===== src/rtl/slow_packet_reader_pkg.sv =====
// Shared constants and FSM encoding for the slow FIFO packet reader.
package slow_packet_reader_pkg;

    localparam int          DEF_PACKET_LEN = 16;
    localparam logic [31:0] DEF_PID        = 32'h4142504d;

    localparam int W_PID  = 0;
    localparam int W_STAT = 1;
    localparam int W_XY   = 2;
    localparam int W_S    = 3;
    localparam int W_ZERO = 11;

    typedef enum logic [2:0] {
        S_IDLE,
        S_READ,
        S_CHECK,
        S_HUNT,
        S_HUNT_CMP,
        S_RESUME
    } state_t;

endpackage


===== src/rtl/slow_packet_reader_sat.sv =====
// 16-bit counter that adds inc when enabled and sticks at 0xFFFF.
module sat_counter16 (
    input  logic        clk,
    input  logic        rst_n,
    input  logic        en,
    input  logic [15:0] inc,
    output logic [15:0] cnt
);

    logic [16:0] sum;

    assign sum = {1'b0, cnt} + {1'b0, inc};

    always_ff @(posedge clk or negedge rst_n) begin
        if (!rst_n)
            cnt <= '0;
        else if (en)
            cnt <= sum[16] ? 16'hFFFF : sum[15:0];
    end

endmodule


===== src/rtl/slow_packet_reader.sv =====
// Reads ABPM packets from the slow FIFO, resyncs on lost framing and holds
// the last good packet plus error statistics for the MB register map.
module slow_packet_reader
    import slow_packet_reader_pkg::*;
#(
    parameter int          SFIFO_WIDTH = 32,
    parameter int          PACKET_LEN  = DEF_PACKET_LEN,
    parameter int          CNT_WIDTH   = 6,
    parameter logic [31:0] PID         = DEF_PID
) (
    input  logic                       clk,
    input  logic                       rst_n,
    input  logic [CNT_WIDTH-1:0]       slow_fifo_wd,
    input  logic [SFIFO_WIDTH-1:0]     slow_fifo_dout,
    output logic                       sFIFO_rd,
    input  logic                       pkt_ack,
    output logic                       pkt_rdy,
    output logic [PACKET_LEN*32-1:0]   pkt_words,
    output logic [15:0]                evt_cnt,
    output logic [15:0]                status,
    output logic [15:0]                x_pos,
    output logic [15:0]                y_pos,
    output logic [15:0]                s_pos,
    output logic [15:0]                pkt_cnt,
    output logic [15:0]                sync_err_cnt,
    output logic [15:0]                fmt_err_cnt,
    output logic [15:0]                evt_gap_cnt
);

    localparam int IDX_W = $clog2(PACKET_LEN);
    localparam int RC_W  = IDX_W + 1;

    state_t                 state, next_state;
    logic [31:0]            shadow [PACKET_LEN];
    logic [RC_W-1:0]        rd_cnt;
    logic [IDX_W-1:0]       cap_idx;
    logic                   cap_vld;
    logic                   start_new, start_resume;
    logic                   commit, sync_inc, fmt_inc, good;
    logic                   have_prev;
    logic [15:0]            evt_prev, evt_new, gap;
    logic [PACKET_LEN*32-1:0] held;

    assign good    = (shadow[W_PID] == PID) && (shadow[W_S][15:0] == 16'h0) &&
                     (shadow[W_ZERO] == 32'h0);
    assign evt_new = shadow[W_STAT][15:0];
    assign gap     = evt_new - evt_prev - 16'd1;

    always_comb begin
        next_state   = state;
        sFIFO_rd     = 1'b0;
        start_new    = 1'b0;
        start_resume = 1'b0;
        commit       = 1'b0;
        sync_inc     = 1'b0;
        fmt_inc      = 1'b0;
        case (state)
            S_IDLE: begin
                if (!pkt_rdy && slow_fifo_wd >= CNT_WIDTH'(PACKET_LEN)) begin
                    sFIFO_rd   = 1'b1;
                    start_new  = 1'b1;
                    next_state = S_READ;
                end
            end
            S_READ: begin
                sFIFO_rd = (rd_cnt != RC_W'(PACKET_LEN));
                if (cap_vld && cap_idx == IDX_W'(PACKET_LEN - 1))
                    next_state = S_CHECK;
            end
            S_CHECK: begin
                if (good) begin
                    commit     = 1'b1;
                    next_state = S_IDLE;
                end else if (shadow[W_PID] != PID) begin
                    sync_inc   = 1'b1;
                    next_state = S_HUNT;
                end else begin
                    fmt_inc    = 1'b1;
                    next_state = S_IDLE;
                end
            end
            S_HUNT: begin
                if (slow_fifo_wd != '0) begin
                    sFIFO_rd   = 1'b1;
                    next_state = S_HUNT_CMP;
                end
            end
            S_HUNT_CMP: begin
                if (slow_fifo_dout[31:0] == PID)
                    next_state = S_RESUME;
                else begin
                    sync_inc   = 1'b1;
                    next_state = S_HUNT;
                end
            end
            S_RESUME: begin
                // PID already sits in word 0; fetch the rest in one burst
                if (slow_fifo_wd >= CNT_WIDTH'(PACKET_LEN - 1)) begin
                    sFIFO_rd     = 1'b1;
                    start_resume = 1'b1;
                    next_state   = S_READ;
                end
            end
            default: next_state = S_IDLE;
        endcase
    end

    always_ff @(posedge clk or negedge rst_n) begin
        if (!rst_n) begin
            state   <= S_IDLE;
            rd_cnt  <= '0;
            cap_idx <= '0;
            cap_vld <= 1'b0;
        end else begin
            state   <= next_state;
            cap_vld <= sFIFO_rd && (state != S_HUNT);
            if (cap_vld)
                cap_idx <= cap_idx + 1'b1;
            if (state == S_READ && sFIFO_rd)
                rd_cnt <= rd_cnt + 1'b1;
            if (start_new) begin
                rd_cnt  <= RC_W'(1);
                cap_idx <= '0;
            end
            if (start_resume) begin
                rd_cnt  <= RC_W'(2);
                cap_idx <= IDX_W'(1);
            end
        end
    end

    always_ff @(posedge clk) begin
        if (cap_vld)
            shadow[cap_idx] <= slow_fifo_dout[31:0];
        else if (state == S_HUNT_CMP)
            shadow[W_PID] <= slow_fifo_dout[31:0];
    end

    always_ff @(posedge clk or negedge rst_n) begin
        if (!rst_n) begin
            held      <= '0;
            pkt_rdy   <= 1'b0;
            pkt_cnt   <= '0;
            evt_prev  <= '0;
            have_prev <= 1'b0;
        end else if (commit) begin
            for (int i = 0; i < PACKET_LEN; i++)
                held[32*i +: 32] <= shadow[i];
            pkt_rdy   <= 1'b1;
            pkt_cnt   <= pkt_cnt + 16'd1;
            evt_prev  <= evt_new;
            have_prev <= 1'b1;
        end else if (pkt_ack && pkt_rdy) begin
            pkt_rdy <= 1'b0;
        end
    end

    sat_counter16 u_sync_err (
        .clk   (clk),
        .rst_n (rst_n),
        .en    (sync_inc),
        .inc   (16'd1),
        .cnt   (sync_err_cnt)
    );

    sat_counter16 u_fmt_err (
        .clk   (clk),
        .rst_n (rst_n),
        .en    (fmt_inc),
        .inc   (16'd1),
        .cnt   (fmt_err_cnt)
    );

    sat_counter16 u_evt_gap (
        .clk   (clk),
        .rst_n (rst_n),
        .en    (commit && have_prev && (gap != 16'h0)),
        .inc   (gap),
        .cnt   (evt_gap_cnt)
    );

    assign pkt_words = held;
    assign evt_cnt   = held[32*W_STAT      +: 16];
    assign status    = held[32*W_STAT + 16 +: 16];
    assign x_pos     = held[32*W_XY + 16   +: 16];
    assign y_pos     = held[32*W_XY        +: 16];
    assign s_pos     = held[32*W_S + 16    +: 16];

endmodule

===== config.mk =====
export PLATFORM = sky130hd
export DESIGN_NAME = slow_packet_reader
export DESIGN_NICKNAME = d
export VERILOG_FILES = /design/src/rtl/slow_packet_reader_pkg.sv /design/src/rtl/slow_packet_reader_sat.sv /design/src/rtl/slow_packet_reader.sv
export SDC_FILE = /design/constraint.sdc
export NUM_CORES = 1
export LEC_CHECK = 0
export CAP_MARGIN = 20
export CORE_MARGIN = 1
export CORE_UTILIZATION = 48
export CTS_CLUSTER_SIZE = 12
export DETAILED_ROUTE_END_ITERATION = 12
export GPL_ROUTABILITY_DRIVEN = 0
export PLACE_DENSITY = 0.85
export SETUP_SLACK_MARGIN = 0.2
export SLEW_MARGIN = 5
export SYNTH_ARGS = -nofsm -noshare
export SYNTH_HDL_FRONTEND = slang
export SYNTH_SLANG_ARGS = --single-unit

===== constraint.sdc =====
create_clock -name clk -period 4.1 [get_ports clk]
set_input_delay 0.82 -clock clk [delete_from_list [all_inputs] [get_ports clk]]
set_output_delay 0.82 -clock clk [all_outputs]
set_load 0.02 [all_outputs]

## Word-level counts from Yosys, hierarchy flattened

Memory sizes are Yosys's and may differ from the RTL's. A register that Yosys moved wholly into a read port is not among the register bits.
Index checks and enable logic that the tools add are counted.

| storage, ports and cells | value |
|---|---|
| register bits | 607 |
| RAM bits | 512 |
| output and inout bits | 658 |
| word-level logic and storage cells | 112 |
| memories | 1 |

Memory list:

| memory | words | width | read ports | clocked after Yosys merged registers in | wr ports | line | RTL |
|---|---|---|---|---|---|---|---|
| shadow | 16 | 32 | 16 | 12 | 1 | slow_packet_reader.sv:34 | `logic [31:0] shadow [PACKET_LEN];` |

| operators by class | value |
|---|---|
| add/sub/neg operators | 8 |
| magnitude comparators | 2 |
| equality and inequality tests | 15 |
| multiplexer cells | 42 |
| reductions and logical operators | 32 |

Operators with widths:

| operator | count |
|---|---|
| == test 32 x 31 -> 1 bit (second input constant) | 2 |
| 2-to-1 mux 16 bit | 3 |
| adder 16 x 1 -> 17 bit (second input constant) | 2 |
| logical NOT 32 bit | 1 |
| 2-to-1 mux 32 bit | 1 |
| inequality test 32 x 31 -> 1 bit (second input constant) | 1 |
| OR reduction 32 bit | 1 |
| 2-to-1 mux 1 bit | 21 |
| case mux 3 bit (6 select lines) | 1 |
| adder 16 x 16 -> 17 bit | 1 |
| adder 16 x 1 -> 16 bit (second input constant) | 1 |
| logical NOT 16 bit | 1 |
| 2-to-1 mux 4 bit | 4 |
| nonzero test 16 bit | 1 |
| subtractor 16 x 1 -> 16 bit (second input constant) | 1 |
| subtractor 16 bit | 1 |
| 2-to-1 mux 3 bit | 5 |
| 2-to-1 mux 5 bit | 3 |
| logical NOT 1 bit | 13 |
| logical AND 1 bit | 9 |
| inequality test 2 bit (second input constant) | 4 |
| == test 3 x 2 -> 1 bit (second input constant) | 2 |
| == test 3 bit (second input constant) | 2 |
| greater-or-equal comparator 6 x 4 -> 1 bit (second input constant) | 1 |
| 15 further kinds | 17 |

## Depth between registers and ports, before layout

Gate-level depths: netlist of run 1.

| logic depth | value |
|---|---|
| word-level depth | 8 |
| gate-level depth with buffers | 18 |

## By module

A second synthesis of run 1 with hierarchy kept.

| second synthesis, totals | value |
|---|---|
| cell total of the unflattened synthesis | 2473 |
| area, all modules | 41390.9 µm² |

Modules (own cells, without submodules):

| module | times used | cells each | area an instance (µm²) |
|---|---|---|---|
| slow_packet_reader | 1 | 2020 | 37240.7 |
| sat_counter16 (u_fmt_err ...) | 2 | 152 | 1373.8 |
| sat_counter16 (u_evt_gap) | 1 | 149 | 1402.6 |

## Least setup slack after synthesis of run 1

OpenSTA, ideal clock, no wires.

| timing path | value |
|---|---|
| kind | register to register |
| start point | register evt_prev[6] |
| end point | register u_evt_gap.cnt[10] |
| library setup time | 0.125 ns |
| arrival | 3.931 ns |
| data required time | 3.975 ns |
| slack | 0.044 ns |
| cell stages (with the launch flop) | 17 |
| clock period less this slack | 4.056 ns |
| cell sequence | dfrtp_1 inv_1 ha_1 a2111oi_4 o21ai_2 a41oi_2 o211ai_1 a21oi_1 xor2_1 inv_1 ha_1 a21o_1 a221o_1 a21oi_1 buf_2 nand2_1 mux2_4 |

| on the way | value |
|---|---|
| longest elaborated chain between the ends | 4 |
| elaborated cells between the ends (all ways) | 6 |
| those cells by class | add/sub: 3; mux: 1; reduce/logical: 2 |

Ends and longest elaborated chain:

| item | line | RTL |
|---|---|---|
| start, declared | slow_packet_reader.sv:41 | `logic [15:0] evt_prev, evt_new, gap;` |
| start signal, assigned | slow_packet_reader.sv:151 | `evt_prev <= evt_new;` |
| subtractor 16 bit (*) | slow_packet_reader.sv:47 | `assign gap = evt_new - evt_prev - 16'd1;` |
| subtractor 16 x 1 -> 16 bit (*) | slow_packet_reader.sv:47 |  |
| adder 16 x 16 -> 17 bit / nonzero test 16 bit (equally long branches) | slow_packet_reader_sat.sv:12, slow_packet_reader.sv:177 |  |
| 2-to-1 mux 16 bit / logical AND 1 bit (equally long branches) | slow_packet_reader_sat.sv:18, slow_packet_reader.sv:177 |  |
| end signal, assigned | slow_packet_reader_sat.sv:18 | `cnt <= sum[16] ? 16'hFFFF : sum[15:0];` |
| end, declared | slow_packet_reader_sat.sv:7 | `output logic [15:0] cnt` |

Every way passes the cells marked *; elsewhere a longest branch is shown, timed or not.
A chain may end at the register's enable or synchronous reset.

## Worst setup path after layout of run 1

| timing path | value |
|---|---|
| start point | register evt_prev[0] |
| end point | register u_evt_gap.cnt[15] |

The elaborated chain is that of the path after synthesis.

==> metrics.csv, run 1 <==
stage,metric,value,unit
die,start_util,0.4881,
synth,synth_xor_area_frac,0.01283,
power,peakVddDrop,380.8,µV
timing,finalHoldViolCount,0,
worst_setup_path,rr_endpoint,u_evt_gap.cnt[15]$_DFFE_PN0P_,
synth,ys_ff_latch,1103,
layout,final_common_cell,nand2_1,
die,core_area,82500,µm²
clocking,cts_tree,done,
global_routing,grt_pass1_wl,172300,µm
layout,syn2layout_area_growth,30.02,%
worst_hold_path,hold_path.class,in -> async,
worst_setup_path,crit_chain,inv_2 -> ha_4 -> inv_1 -> fa_2 -> nand2b_1 -> a21oi_2 -> o21ai_1 -> nand3_1 -> o211ai_1 -> xor2_1 -> inv_1 -> ha_1 -> and3_1 -> a221o_1 -> a21oi_4 -> buf_12 -> o21ai_0 -> mux2_2,
synth,synthCells,3218,
synth,yosys_warnings,0,
global_routing,grt_overflow,0,
die,dieArea,85070,µm²
detailed_routing,drc,0,
global_routing,antenna_found_initial,15,
synth,synthAdderAreaFrac,0.01280,
global_routing,grt_pass1_vias,27445,
detailed_routing,drtIter0Drc,2611,
synth,syn_area_per_cell,12.52,µm²
worst_setup_path,worstRegToRegCells,18,
layout,drive_gt1_frac,0.08246,
detailed_routing,postRouteAntennaNets,0,
power,p_total,24.43,mW
clocking,numCtsBuffers,109,
synth,synth_top_family_by_area,simple AND/OR/NAND/NOR gates,
synth,yosys.area_share.simple,0.1673,
worst_setup_path,r2r_setup_slack,90,ps
worst_setup_path,arrival,4570,ps
run,max_cap_violations,0,
clocking,cts_root_buffer,clkbuf_16,
worst_setup_path,cp-start-kind,register,
detailed_routing,first_pass_iters,6,
synth,syn-num-nets,3299,
timing,slew_headroom,0.3983,
clocking,path_clk_slew,60,ps
detailed_routing,vias_per_cell,5.394,
timing,period_minus_slack,4014,ps
clocking,cts_buffer_depth,3,
clocking,cts.sinks,1103,
timing,tightestPinTransition,902.6,ps
timing,clock_skew,47.96,ps
worst_setup_path,crit_fanout,8,
worst_setup_path,r2r-start,evt_prev[0]$_DFFE_PN0P_,
layout,final_core_util,0.6347,
clocking,hold_buffers,0,
synth,seq_area_frac_synth,0.7490,
worst_setup_path,end_kind,register,
worst_setup_path,worstPathRequired,4650,ps
die,die_h,291.7,µm
layout,mostFrequentLayoutCells,"nand2_1, clkdlybuf4s50_1, dfrtp_1",
status,status,completed,
timing,setup_tns,0,ps
worst_setup_path,cp_slowest_cell,dfrtp_1,
detailed_routing,num_vias,27503,
worst_setup_path,path_common_cell,inv_1,
synth,synth-async-reset-ratio,0.5358,
synth,ys.flop_type,dfrtp_1,
die,die_w,291.7,µm
synth,synthDistinctLibCells,63,
power,pwr_density_cell,466.5,nW/µm²
timing,final_max_slew_viol_count,0,
global_routing,grt_max_degree,145,
timing,fmax,249.1,MHz
synth,synth_mux_area_frac,0.007798,
die,ios,699,
clocking,htreeDepth,3,
power,p_leak,22.87,nW
synth,netlist_area,40270,µm²
timing,setup_violations,0,
worst_setup_path,path_class,reg -> reg,
detailed_routing,wl,118200,µm
place,dp_hpwl,72680,µm
timing,min_period_over_period,0.9791,
place,portBuffers,698,
worst_setup_path,cpPeakStageDelay,400,ps
synth,synth_compound_area_frac,0.02097,
die,rows,105,
global_routing,grt_usage,0.2711,
timing,grt_setup_unrepaired,true,
synth,synth_edf_count,512,
clocking,clk_latency,680,ps
detailed_routing,wl_per_cell,23.19,µm
layout,nets,4015,
## cells in the mapped netlist (4+ instances only)
master       n  area [µm²]
a21o_1       9       67.56
a21oi_1     29       145.1
a31oi_1      9       56.30
and2_1      72       450.4
and3_1      13       81.33
and4_1       5       43.79
buf_4       80       600.6
clkbuf_1   113       424.2
dfrtp_1    591       14790
edfxtp_1   512       15370
ha_1        38       475.5
inv_1       33       123.9
mux2_2      11       123.9
mux2_4      10       150.1
mux2i_1      4       40.04
nand2_1   1340        5030
nand2b_1    20       125.1
nand3_1     18       90.09
nand4_1     25       156.4
nor2_1      63       236.5
nor2b_1      7       43.79
nor3_1      14       70.07
nor4_1      19       118.9
nor4b_1      9       78.83
o211ai_1     5       37.54
o21a_1       6       45.04
o21ai_0     40       200.2
o21bai_1     5       37.54
or3_1        5       31.28
xnor2_1     28       245.2
xor2_1      31       271.5
## cell type report
| cell class | count | area, µm² |
|---|---|---|
| clock inverter | 16 | 274.0 |
| inverter | 33 | 123.9 |
| clock buffer | 187 | 3193 |
| multi-input combinational | 1883 | 9246 |
| fill | 5769 | 30140 |
| antenna | 3 | 7.507 |
| sequential | 1103 | 30170 |
| timing repair buffer | 804 | 8015 |
| tap | 1070 | 1339 |
## flip-flops by register name (all words and copies together) (netlist names)
register,flops
shadow,512
pkt_words,497
pkt_cnt,16
u_evt_gap.cnt,16
u_fmt_err.cnt,16
u_sync_err.cnt,16
evt_prev,15
rd_cnt,5
cap_idx,4
state,3
cap_vld,1
have_prev,1
pkt_rdy,1
## metal layers
layer  routed length (µm)  part of all wire  vias up  track usage
met5                    8          0.000068        -            0
met4                 5121             0.043        2       0.1096
met3                11450             0.097      302      0.06523
met2                57340              0.48     1561       0.4464
met1                44330              0.37    13651       0.3461
li1                     -                 -    11987            -
## logic make-up (layout without fill, tap and decap cells)
logic type / Yosys count / count (layout)
simple gates: 1630 / 1630
flops: 1103 / 1103
buf+inv: 232 / 1040
compound gates: 129 / 129
xor+xnor: 59 / 59
fa+ha+maj: 40 / 40
mux: 25 / 25
other cells: 0 / 3
## how the worst max path moves through the flow
| stage | start | to | slack, ps | depth (start not counted) |
|---|---|---|---|---|
| global route | shadow[1][6]$_DFFE_PP_ | u_evt_gap.cnt[15]$_DFFE_PN0P_ | -30 | 15 |
| finish | evt_prev[0]$_DFFE_PN0P_ | u_evt_gap.cnt[15]$_DFFE_PN0P_ | 90 | 18 |
| detailed placement | evt_prev[0]$_DFFE_PN0P_ | u_evt_gap.cnt[15]$_DFFE_PN0P_ | -20 | 18 |
| global placement | evt_prev[0]$_DFFE_PN0P_ | u_evt_gap.cnt[15]$_DFFE_PN0P_ | 160 | 18 |
| floorplan | evt_prev[6]$_DFFE_PN0P_ | u_evt_gap.cnt[9]$_DFFE_PN0P_ | 230 | 16 |
| CTS | evt_prev[6]$_DFFE_PN0P_ | u_evt_gap.cnt[15]$_DFFE_PN0P_ | 190 | 16 |
## power by group
group	total, mW	internal, mW	leakage (nW)	switching [mW]
sequential	12.4	12.2	12.8	0.266
combinational	2.28	0.807	8.39	1.48
clock	9.72	5.50	1.66	4.22
## what timing repair did
item,4_1_cts,5_1_grt
setup endpoints to repair,17,17
endpoints found under the hold margin,0,0
setup buffers,6,15
cloned,0,1
gates resized for setup,3,42
pin swaps,5,25
## per-stage QoR
step	area, µm²	hold WS, ps	setup WS (ps)	std cells
2_1_floorplan	40280	414.6	231.8	3218
5_1_grt	52360	249.0	-34.73	5098
3_3_place_gp	48480	415.7	155.7	4870
4_1_cts	52010	219.0	189.2	5079
6_report	52370	219.5	85.80	5099
3_5_place_dp	48480	420.5	-16.80	4870
## worst max-delay path: cells and delay by family (launching register included)
kind | cells | cell delay (ps)
multiplexers | 1 | 290
adder cells (fa/ha/maj) | 3 | 880
buffers and inverters | 4 | 380
XOR/XNOR | 1 | 240
flip-flops | 1 | 400
AO/OA/AOI/OAI | 6 | 1150
AND/OR/NAND/NOR | 3 | 530
Power figures use the tool's default switching activity.
==> run 2, diff against run 1 <==
--- a/config.mk
+++ b/config.mk
@@ -16,4 +16,5 @@
 export SLEW_MARGIN = 5
 export SYNTH_ARGS = -nofsm -noshare
 export SYNTH_HDL_FRONTEND = slang
+export SYNTH_HIERARCHICAL = 1
 export SYNTH_SLANG_ARGS = --single-unit
==> metrics.csv, run 2 <==
stage,metric,value,unit,change
global_routing,grt_pass1_wl,166400,µm,-3.4%
place,post-place-ws,200.5,ps,+217.3 ps
timing,fmax,260.4,MHz,+4.5%
detailed_routing,wl,116400,µm,-1.5%
place,place_inst,4263,,-12%
run,max_cap_violations,0,,unchanged
power,p_leak,22.36,nW,-2.3%
global_routing,grt_pass1_vias,24952,,-9.1%
synth,ys_ff_latch,1103,,unchanged
die,dieArea,87410,µm²,+2.8%
synth,syn_area_per_cell,16.74,µm²,+34%
timing,finalHoldViolCount,0,,unchanged
worst_setup_path,cp_slowest_cell,edfxtp_1,,
die,die_w,295.7,µm,+1.4%
layout,final_core_util,0.6270,,-0.007723
detailed_routing,num_vias,24606,,-11%
synth,yosysMostFrequentCell,dfrtp_1,,
clocking,cts_root_buffer,clkbuf_16,,
power,sequentialPowerShare,0.491,,-0.018
synth,ys.flop_type,dfrtp_1,,
layout,fillers,5945,,+3.1%
detailed_routing,postRouteAntennaNets,0,,unchanged
synth,yosys.area.top_type,edfxtp_1,,
worst_setup_path,cp-start-kind,register,,
worst_setup_path,end_kind,register,,
timing,min_period_over_period,0.9368,,-0.04225
clocking,cts.sinks,1103,,unchanged
synth,synth-async-reset-ratio,0.5358,,unchanged
power,internal-power,18.90,mW,+2.4%
worst_setup_path,path_class,reg -> reg,,
clocking,cts_buffer_depth,3,,unchanged
layout,nets,3350,,-17%
clocking,path_clk_slew,60,ps,about the same
die,core_area,85280,µm²,+3.4%
timing,clock_skew,82.23,ps,+34.26 ps
synth,synth_top_area_frac,0.3715,,-0.01031
synth,synth_edf_count,512,,unchanged
worst_setup_path,r2r_setup_slack,260,ps,+170 ps
timing,tightestPinTransition,1247,ps,+344.2 ps
synth,yosys_warnings,390,,+390
clocking,clk_latency,720,ps,+40 ps
layout,finalNonFillerCells,4483,,-12%
synth,synthDistinctLibCells,71,,+13%
detailed_routing,vias_per_cell,5.489,,+1.8%
place,dp_hpwl,75080,µm,+3.3%
timing,setup_slack,259.0,ps,+173.2 ps
detailed_routing,wl_per_cell,25.97,µm,+12%
synth,synthCells,2473,,-23%
clocking,numCtsBuffers,111,,+1.8%
worst_setup_path,crit_chain,ha_2 -> fa_1 -> a211o_1 -> buf_4 -> a211oi_1 -> o21ai_0 -> xor2_1 -> ha_4 -> and4_1 -> and3_1 -> o2bb2ai_1 -> a311oi_1 -> xnor2_1 -> o22a_1,,
synth,synthTopCellsByArea,"edfxtp_1, dfrtp_1, mux2_2, ha_1, buf_4",,
die,start_util,0.4854,,-0.002790
power,peakVddDrop,480.8,µV,+26%
die,die_h,295.7,µm,+1.4%
layout,final_common_cell,clkdlybuf4s50_1,,
global_routing,grt_overflow,0,,unchanged
detailed_routing,drc,0,,unchanged
clocking,hold_buffers,0,,unchanged
timing,setup_tns,0,ps,unchanged
synth,seq_area_frac_synth,0.7288,,-0.02022
die,ios,699,,unchanged
layout,fin_area,53470,µm²,+2.1%
place,portBuffers,698,,unchanged
timing,period_minus_slack,3841,ps,-173.2 ps
synth,ys_top_cells_by_count,"dfrtp_1, edfxtp_1, mux2_2",,
timing,setup_violations,0,,unchanged
detailed_routing,drtIter0Drc,1935,,-26%
global_routing,antenna_found_initial,11,,-4
die,rows,107,,+1.9%
worst_hold_path,hold_path.class,in -> async,,
power,switching_share,0.2612,,+0.01693
worst_setup_path,crit_fanout,10,,+2
timing,slew_headroom,0.1688,,-0.2295
worst_setup_path,cpPeakStageDelay,410,ps,about the same
power,power.net_switching,6.684,mW,+12%
global_routing,grt_usage,0.2627,,-0.008402
power,pwr-share-comb,0.123,,+0.029
clocking,htreeDepth,3,,unchanged
layout,largest_register_ffs,512,,unchanged
worst_setup_path,worstPathRequired,4650,ps,about the same
timing,final_max_slew_viol_count,0,,unchanged
power,pwr_density_cell,478.5,nW/µm²,+2.6%
worst_setup_path,arrival,4390,ps,-180 ps
layout,syn2layout_area_growth,29.18,%,
detailed_routing,first_pass_iters,6,,unchanged
layout,mostFrequentLayoutCells,"clkdlybuf4s50_1, dfrtp_1, edfxtp_1",,
layout,largest-register,shadow,,
place,postPlaceCellArea,49760,µm²,+2.6%
layout,drive_gt1_frac,0.2070,,+0.1245
status,status,completed,,
power,clock_power_share,0.386,,-0.012
synth,netlist_area,41390,µm²,+2.8%
global_routing,grt_max_degree,201,,+39%
clocking,cts_tree,done,,
timing,grt_setup_unrepaired,true,,
==> run 2: cell count changes in the layout (fill, tap and decap cells not counted), moves of 20 or more <==
cell     previous run  this run
a21oi_1            26        72
a21oi_2             2        22
conb_1              0        34
ha_1               34        64
mux2_1              0        45
mux2_2              8       388
nand2_1          1334        54
o22a_1              0        21
==> run 2: cell type report <==
class	instances	area, µm²	area share
diodes	5	12.51	0.0002340
clock buffers	187	3233	0.06047
clock inverters	22	336.6	0.006295
inverters	38	142.6	0.002668
multi-input cells	1201	10370	0.1940
flip-flops and latches	1103	30160	0.5641
well taps	1144	1431	0.02677
repair buffers	783	7775	0.1454
==> run 2: power by group through the flow <==
stage          Clock, mW  Sequential (mW)  Combinational, mW
2_1_floorplan          0             12.7               1.86
3_3_place_gp           0             12.7               2.96
3_5_place_dp           0             12.8               3.04
4_1_cts             10.0             12.6               3.06
5_1_grt             10.5             12.6               3.41
6_report            9.87             12.6               3.14
==> run 2: path summary, 6_finish.rpt <==
| path | endpoint | startpoint | cells past startpoint |
|---|---|---|---|
| max reg2reg | u_evt_gap/cnt[15]$_DFFE_PN0P_ | shadow[1][0]$_DFFE_PP_ | 14 |
| max | u_evt_gap/cnt[15]$_DFFE_PN0P_ | shadow[1][0]$_DFFE_PP_ | 14 |
| min | pkt_words[200]$_DFFE_PN0P_ | rst_n | 1 |
| min reg2reg | pkt_words[415]$_DFFE_PN0P_ | shadow[12][31]$_DFFE_PP_ | 1 |
| min in group clk | pkt_words[415]$_DFFE_PN0P_ | shadow[12][31]$_DFFE_PP_ | 1 |
| max in group asynchronous | pkt_words[105]$_DFFE_PN0P_ | rst_n | 3 |
==> run 2: cells by family after synthesis <==
| family | count (synthesis) | synth area share |
|---|---|---|
| compound gates | 247 | 0.04205 |
| simple gates | 342 | 0.04531 |
| other cells | 2 | 0.0001814 |
| xor+xnor | 72 | 0.01524 |
| buf+inv | 201 | 0.02799 |
| fa+ha+maj | 71 | 0.02219 |
| mux | 435 | 0.1183 |
| flops | 1103 | 0.7288 |
==> run 2: what timing repair did <==
action	in CTS	in global routing
buffers inserted	0	6
resized for setup	2	12
pin swaps	0	7
setup endpoints to repair	4	17
==> run 2: critical path, delay by kind of cell, from the launching register on <==
family                     cells  cell delay (ps)
buffers and inverters          1              160
AOI/OAI and AO/OA              6             1360
adders and majority gates      3              920
xor gates and xnor gates       2              420
DFF                            1              410
and+or+nand+nor                2              480
==> run 2: layer usage <==
metal	global-route usage	up-vias	share of wire
met3	0.05643	293	0.075
li1	-	10502	-
met5	0	-	0
met4	0.1194	0	0.050
met2	0.4389	1171	0.49
met1	0.3286	12640	0.38
==> run 2: stage by stage <==
stage          hold slack [ps]  total power, mW
3_3_place_gp             433.9            15.71
3_5_place_dp             442.5            15.81
4_1_cts                  109.6            25.66
2_1_floorplan            432.0            14.60
6_report                 79.96            25.59
5_1_grt                  121.5            26.49
